[src/rtl/fifo_uart_readout.sv]
// Reads 16-bit hit words from the event FIFO and ships them to the host as 8N1 UART bytes, high byte first.
// Define HEADER_EN to prefix every word with the 0xA5 sync byte.
module fifo_uart_readout #(
    parameter int unsigned CLKS_PER_BIT  = 868,
    parameter int unsigned VALID_TIMEOUT = 4
) (
    input  logic        clk100,
    input  logic        reset,
    input  logic        RD_EMPTY,
    input  logic        RD_VALID,
    input  logic [15:0] OTUBE,
    output logic        RD_EN,
    output logic        TX,
    output logic        BUSY,
    output logic [15:0] WORD_COUNT,
    output logic        RD_ERR
);

    typedef enum logic [1:0] {
        S_IDLE,
        S_WAIT,
        S_SEND
    } state_t;

`ifdef HEADER_EN
    localparam logic [7:0] SYNC_BYTE = 8'hA5;
    localparam logic [1:0] LAST_BYTE = 2'd2;
`else
    localparam logic [1:0] LAST_BYTE = 2'd1;
`endif
    localparam logic [15:0] BIT_LAST  = 16'(CLKS_PER_BIT - 1);
    localparam logic [3:0]  TMO_LAST  = 4'(VALID_TIMEOUT - 1);
    localparam logic [3:0]  STOP_BIT  = 4'd9;

    state_t      state_q, state_d;
    logic [15:0] word_q, word_d;
    logic [1:0]  byte_q, byte_d;
    logic [3:0]  bit_q, bit_d;
    logic [15:0] clk_cnt_q, clk_cnt_d;
    logic [3:0]  tmo_q, tmo_d;
    logic        tx_q, tx_d;
    logic        rd_en_q, rd_en_d;
    logic        busy_q, busy_d;
    logic [15:0] word_count_q, word_count_d;
    logic        rd_err_q, rd_err_d;
    logic [7:0]  cur_byte;

    always_comb begin
        case (byte_q)
`ifdef HEADER_EN
            2'd0:    cur_byte = SYNC_BYTE;
            2'd1:    cur_byte = word_q[15:8];
`else
            2'd0:    cur_byte = word_q[15:8];
`endif
            default: cur_byte = word_q[7:0];
        endcase
    end

    always_comb begin
        // NOTE: every variable gets a default before the case so no path can infer a latch.
        state_d      = state_q;
        word_d       = word_q;
        byte_d       = byte_q;
        bit_d        = bit_q;
        clk_cnt_d    = clk_cnt_q;
        tmo_d        = tmo_q;
        tx_d         = tx_q;
        rd_en_d      = 1'b0;
        busy_d       = busy_q;
        word_count_d = word_count_q;
        rd_err_d     = rd_err_q;

        case (state_q)
            S_IDLE: begin
                if (!RD_EMPTY) begin
                    rd_en_d = 1'b1;
                    busy_d  = 1'b1;
                    tmo_d   = '0;
                    state_d = S_WAIT;
                end
            end
            S_WAIT: begin
                if (RD_VALID) begin
                    word_d    = OTUBE;
                    byte_d    = '0;
                    bit_d     = '0;
                    clk_cnt_d = '0;
                    tx_d      = 1'b0;
                    state_d   = S_SEND;
                end else if (tmo_q == TMO_LAST) begin
                    rd_err_d = 1'b1;
                    busy_d   = 1'b0;
                    state_d  = S_IDLE;
                end else begin
                    tmo_d = tmo_q + 4'd1;
                end
            end
            S_SEND: begin
                if (clk_cnt_q == BIT_LAST) begin
                    clk_cnt_d = '0;
                    if (bit_q == STOP_BIT) begin
                        // The word-done bookkeeping is folded into the last stop-bit edge so BUSY drops with IDLE entry.
                        if (byte_q == LAST_BYTE) begin
                            tx_d         = 1'b1;
                            busy_d       = 1'b0;
                            word_count_d = word_count_q + 16'd1;
                            state_d      = S_IDLE;
                        end else begin
                            byte_d = byte_q + 2'd1;
                            bit_d  = '0;
                            tx_d   = 1'b0;
                        end
                    end else begin
                        bit_d = bit_q + 4'd1;
                        tx_d  = (bit_q == 4'd8) ? 1'b1 : cur_byte[bit_q[2:0]];
                    end
                end else begin
                    clk_cnt_d = clk_cnt_q + 16'd1;
                end
            end
            default: state_d = S_IDLE;
        endcase
    end

    // NOTE: the captured word is reset too, so a reset mid-byte leaves no stale data that could leak into TX.
    always_ff @(posedge clk100 or posedge reset) begin
        if (reset) begin
            state_q      <= S_IDLE;
            word_q       <= '0;
            byte_q       <= '0;
            bit_q        <= '0;
            clk_cnt_q    <= '0;
            tmo_q        <= '0;
            tx_q         <= 1'b1;
            rd_en_q      <= 1'b0;
            busy_q       <= 1'b0;
            word_count_q <= '0;
            rd_err_q     <= 1'b0;
        end else begin
            // NOTE: non-blocking updates keep every register sampling the pre-edge values.
            state_q      <= state_d;
            word_q       <= word_d;
            byte_q       <= byte_d;
            bit_q        <= bit_d;
            clk_cnt_q    <= clk_cnt_d;
            tmo_q        <= tmo_d;
            tx_q         <= tx_d;
            rd_en_q      <= rd_en_d;
            busy_q       <= busy_d;
            word_count_q <= word_count_d;
            rd_err_q     <= rd_err_d;
        end
    end

    assign RD_EN      = rd_en_q;
    assign TX         = tx_q;
    assign BUSY       = busy_q;
    assign WORD_COUNT = word_count_q;
    assign RD_ERR     = rd_err_q;

endmodule

[config.mk]
export PLATFORM = sky130hd
export DESIGN_NAME = fifo_uart_readout
export DESIGN_NICKNAME = d
export VERILOG_FILES = /design/src/rtl/fifo_uart_readout.sv
export SDC_FILE = /design/constraint.sdc
export NUM_CORES = 1
export LEC_CHECK = 0
export ABC_AREA = 1
export CAP_MARGIN = 10
export CORE_MARGIN = 1.5
export CORE_UTILIZATION = 55
export CTS_CLUSTER_DIAMETER = 120
export DETAILED_ROUTE_END_ITERATION = 7
export MAX_ROUTING_LAYER = met4
export PLACE_DENSITY = 0.88
export RECOVER_POWER = 100
export SYNTH_ARGS = -nofsm -noshare
export SYNTH_HDL_FRONTEND = slang
export SYNTH_SLANG_ARGS = --single-unit
[constraint.sdc]
create_clock -name clk100 -period 3.35 [get_ports clk100]
set_input_delay 0.67 -clock clk100 [delete_from_list [all_inputs] [get_ports clk100]]
set_output_delay 0.67 -clock clk100 [all_outputs]
set_load 0.05 [all_outputs]
==> flow_metrics.env <==
export IMPL_status="complete, but fails checks"
export IMPL_violations="capacitance limit, slew limit"
export IMPL_gp_congestion=0.985
export IMPL_vias=3116
export IMPL_m1WireLength_um=3220
export IMPL_finalSetupViolCount=0
export IMPL_hold_buffers=0
export IMPL_hold_path_class="reg -> reg"
export IMPL_grt_setup_unrepaired="false"
export IMPL_fin_nets=516
export IMPL_met2_length_um=4050
export IMPL_pin_count=40
export IMPL_rrSetupSlack_ns=0.78
export IMPL_cts_buffers=9
export IMPL_antenna_left=0
export IMPL_netlist_area_um2=3560
export IMPL_slew_violations=65
export IMPL_syn_num_nets=469
export IMPL_synth_seq_cells=64
export IMPL_core_um2=6310
export IMPL_slew_headroom=-0.0310
export IMPL_ys_top_cells_by_area="dfrtp_1 (44%), nand2_1 (13%), nor2_1 (5.3%)"
export IMPL_syn_area_per_cell_um2=8.08
export IMPL_highest_layer="met4"
export IMPL_p_leak_uw=0.00202
export IMPL_wirelength_um=7790
export IMPL_power_density_nw_per_um2=639
export IMPL_htreeDepth=3
export IMPL_ys_flop_type="dfrtp_1"
export IMPL_nFillCells=516
export IMPL_clockBufferDepth=2
export IMPL_drt_iter0_drc=224
export IMPL_synth_distinct_cells=37
export IMPL_holdWs_ns=0.483
export IMPL_synthToLayoutAreaGrowth_pct=18.0
export IMPL_yosysWarningCount=0
export IMPL_cts_tree="built"
export IMPL_seq_area_frac_synth=0.450
export IMPL_ir_worst_vdd_v=0.000416
export IMPL_vias_per_cell=5.47
export IMPL_first_global_vias=3052
export IMPL_dieWidth_um=83.5
export IMPL_period_minus_slack_ns=2.57
export IMPL_finClkSkew_ns=0.00881
export IMPL_synth_largest_area_cell="dfrtp_1"
export IMPL_grt_antenna_before_repair=0
export IMPL_post_dp_hpwl_um=5500
export IMPL_dieHeight_um=83.5
export IMPL_grt_start_max_net_pins=65
export IMPL_async_flop_share=1.00
export IMPL_hold_viol=0
export IMPL_synth_top_area_frac=0.443
export IMPL_setup_tns_ns=0
export IMPL_worstMarginPinSlew_ns=1.55
export IMPL_routed_wl_met3_um=378
export IMPL_cp_required_ns=3.55
export IMPL_grt_overflow=0
export IMPL_avgRoutedWirePerCell_um=13.7
export IMPL_drive_gt1_frac=0.0913
export IMPL_synth_edf_count=0
export IMPL_grt_pass1_wl_um=13400
export IMPL_cts_root_buf="clkbuf_8"
export IMPL_yosys_top_cells_count="nand2_1 (127), dfrtp_1 (63), nor2_1 (50)"
export IMPL_period_share=0.768
export IMPL_fmax_mhz=389
export IMPL_dieArea_um2=6970
export IMPL_critPathKind="reg -> reg"
export IMPL_cts_repair_resize_count=0
export IMPL_clk_pin_slew_worst_paths_ns=0.07
export IMPL_critPathLaunchType="flop"
export IMPL_cp_arrival_ns=2.78
export IMPL_start_util=0.564
export IMPL_grt_use_total=0.245
export IMPL_port_buffer_count=39
export IMPL_syn_inst=441
export IMPL_end_kind="flop"
export IMPL_post_cts_buffers=0
export IMPL_cts_sinks=64
export IMPL_cap_violations=1
export IMPL_drc=0
export IMPL_detail_route_first_pass_iterations=4
export IMPL_diodes=0
export IMPL_row_count=29
export IMPL_crit_fanout=15
export IMPL_insertion_delay_ns=0.35
export IMPL_synth_most_common_cell="nand2_1"
## layout by cell type, fill, tap and decap left out, types with 4 or more instances in the layout
| cell | instances |
|---|---|
| nand4_1 | 10 |
| ha_1 | 8 |
| inv_1 | 45 |
| clkbuf_8 | 12 |
| dlygate4sd3_1 | 22 |
| nand2_1 | 130 |
| dfrtp_1 | 63 |
| o21ai_0 | 16 |
| xnor2_1 | 11 |
| nor3_1 | 11 |
| clkbuf_1 | 4 |
| nor2_1 | 52 |
| nand3_1 | 27 |
| mux2_2 | 14 |
| nor2_2 | 4 |
| clkdlybuf4s50_1 | 17 |
| a21oi_1 | 9 |
| xor2_1 | 9 |
## kinds of logic after synthesis
family | count (synthesis) | synth area share
AO/OA/AOI/OAI | 33 | 0.0523
XOR/XNOR | 20 | 0.0492
adder cells (fa/ha/maj) | 8 | 0.0281
buffers and inverters | 54 | 0.0594
flip-flops | 64 | 0.450
multiplexers | 14 | 0.0443
AND/OR/NAND/NOR | 248 | 0.317
## sequential cells by signal (all words and copies together), names as in the netlist, 2 cells and up
signal and count:
WORD_COUNT 16, bit_q 4, byte_q 2, clk_cnt_q 16, state_q 2, tmo_q 4
word_q 16
## per-layer routing
metal | up-vias | GRT usage
met5 | - | -
met4 | 0 | 0.103
met3 | 16 | 0.0574
met2 | 89 | 0.408
met1 | 1498 | 0.286
li1 | 1513 | -
## worst max-delay path, stage by stage (launching register included)
cell and delay (ns):
dfrtp_1 0.40, inv_1 0.09, ha_1 0.16, clkbuf_1 0.53
nor2_1 0.10, inv_1 0.15, nand2_4 0.10, inv_1 0.30
nand3_1 0.32, nand2_1 0.16, o21ai_0 0.12
## final cells by class
cell class                 count  area, um2  share of cell area
clock buffer                  14        173              0.0411
inverter                      48        181              0.0432
tap                           77       96.3              0.0229
sequential                    64       1600               0.381
clock inverter                 2       60.1              0.0143
timing repair buffer          42        403              0.0959
multi-input combinational    323       1690               0.401
## through the flow
step / setup slack [ns] / cells / cell area (um2) / power, uW / utilization
2_1_floorplan: 1.08 / 441 / 3560 / 1740 / -
3_3_place_gp: 1.12 / 554 / 4050 / 1910 / 0.642
3_5_place_dp: 1.04 / 554 / 4050 / 1960 / 0.642
4_1_cts: 0.983 / 570 / 4290 / 2750 / 0.679
5_1_grt: 0.556 / 570 / 4200 / 2860 / 0.666
6_report: 0.778 / 570 / 4200 / 2680 / 0.666
## power by group
group | internal [uW] | switching, uW
combinational | 322 | 551
clock | 481 | 289
sequential | 937 | 105
total | 1740 | 944
## final timing paths
| path | from | to | cells past startpoint |
|---|---|---|---|
| worst max-delay path | state_q[0] | bit_q[3] | 10 |
| worst min-delay path | RD_ERR | RD_ERR | 1 |
| worst max register to register | state_q[0] | bit_q[3] | 10 |
| worst min register to register | RD_ERR | RD_ERR | 1 |
| max in group asynchronous | reset | clk_cnt_q[9] | 3 |
| min in group asynchronous | reset | WORD_COUNT[0] | 3 |
No activity file was read; power rests on OpenSTA's default activity.
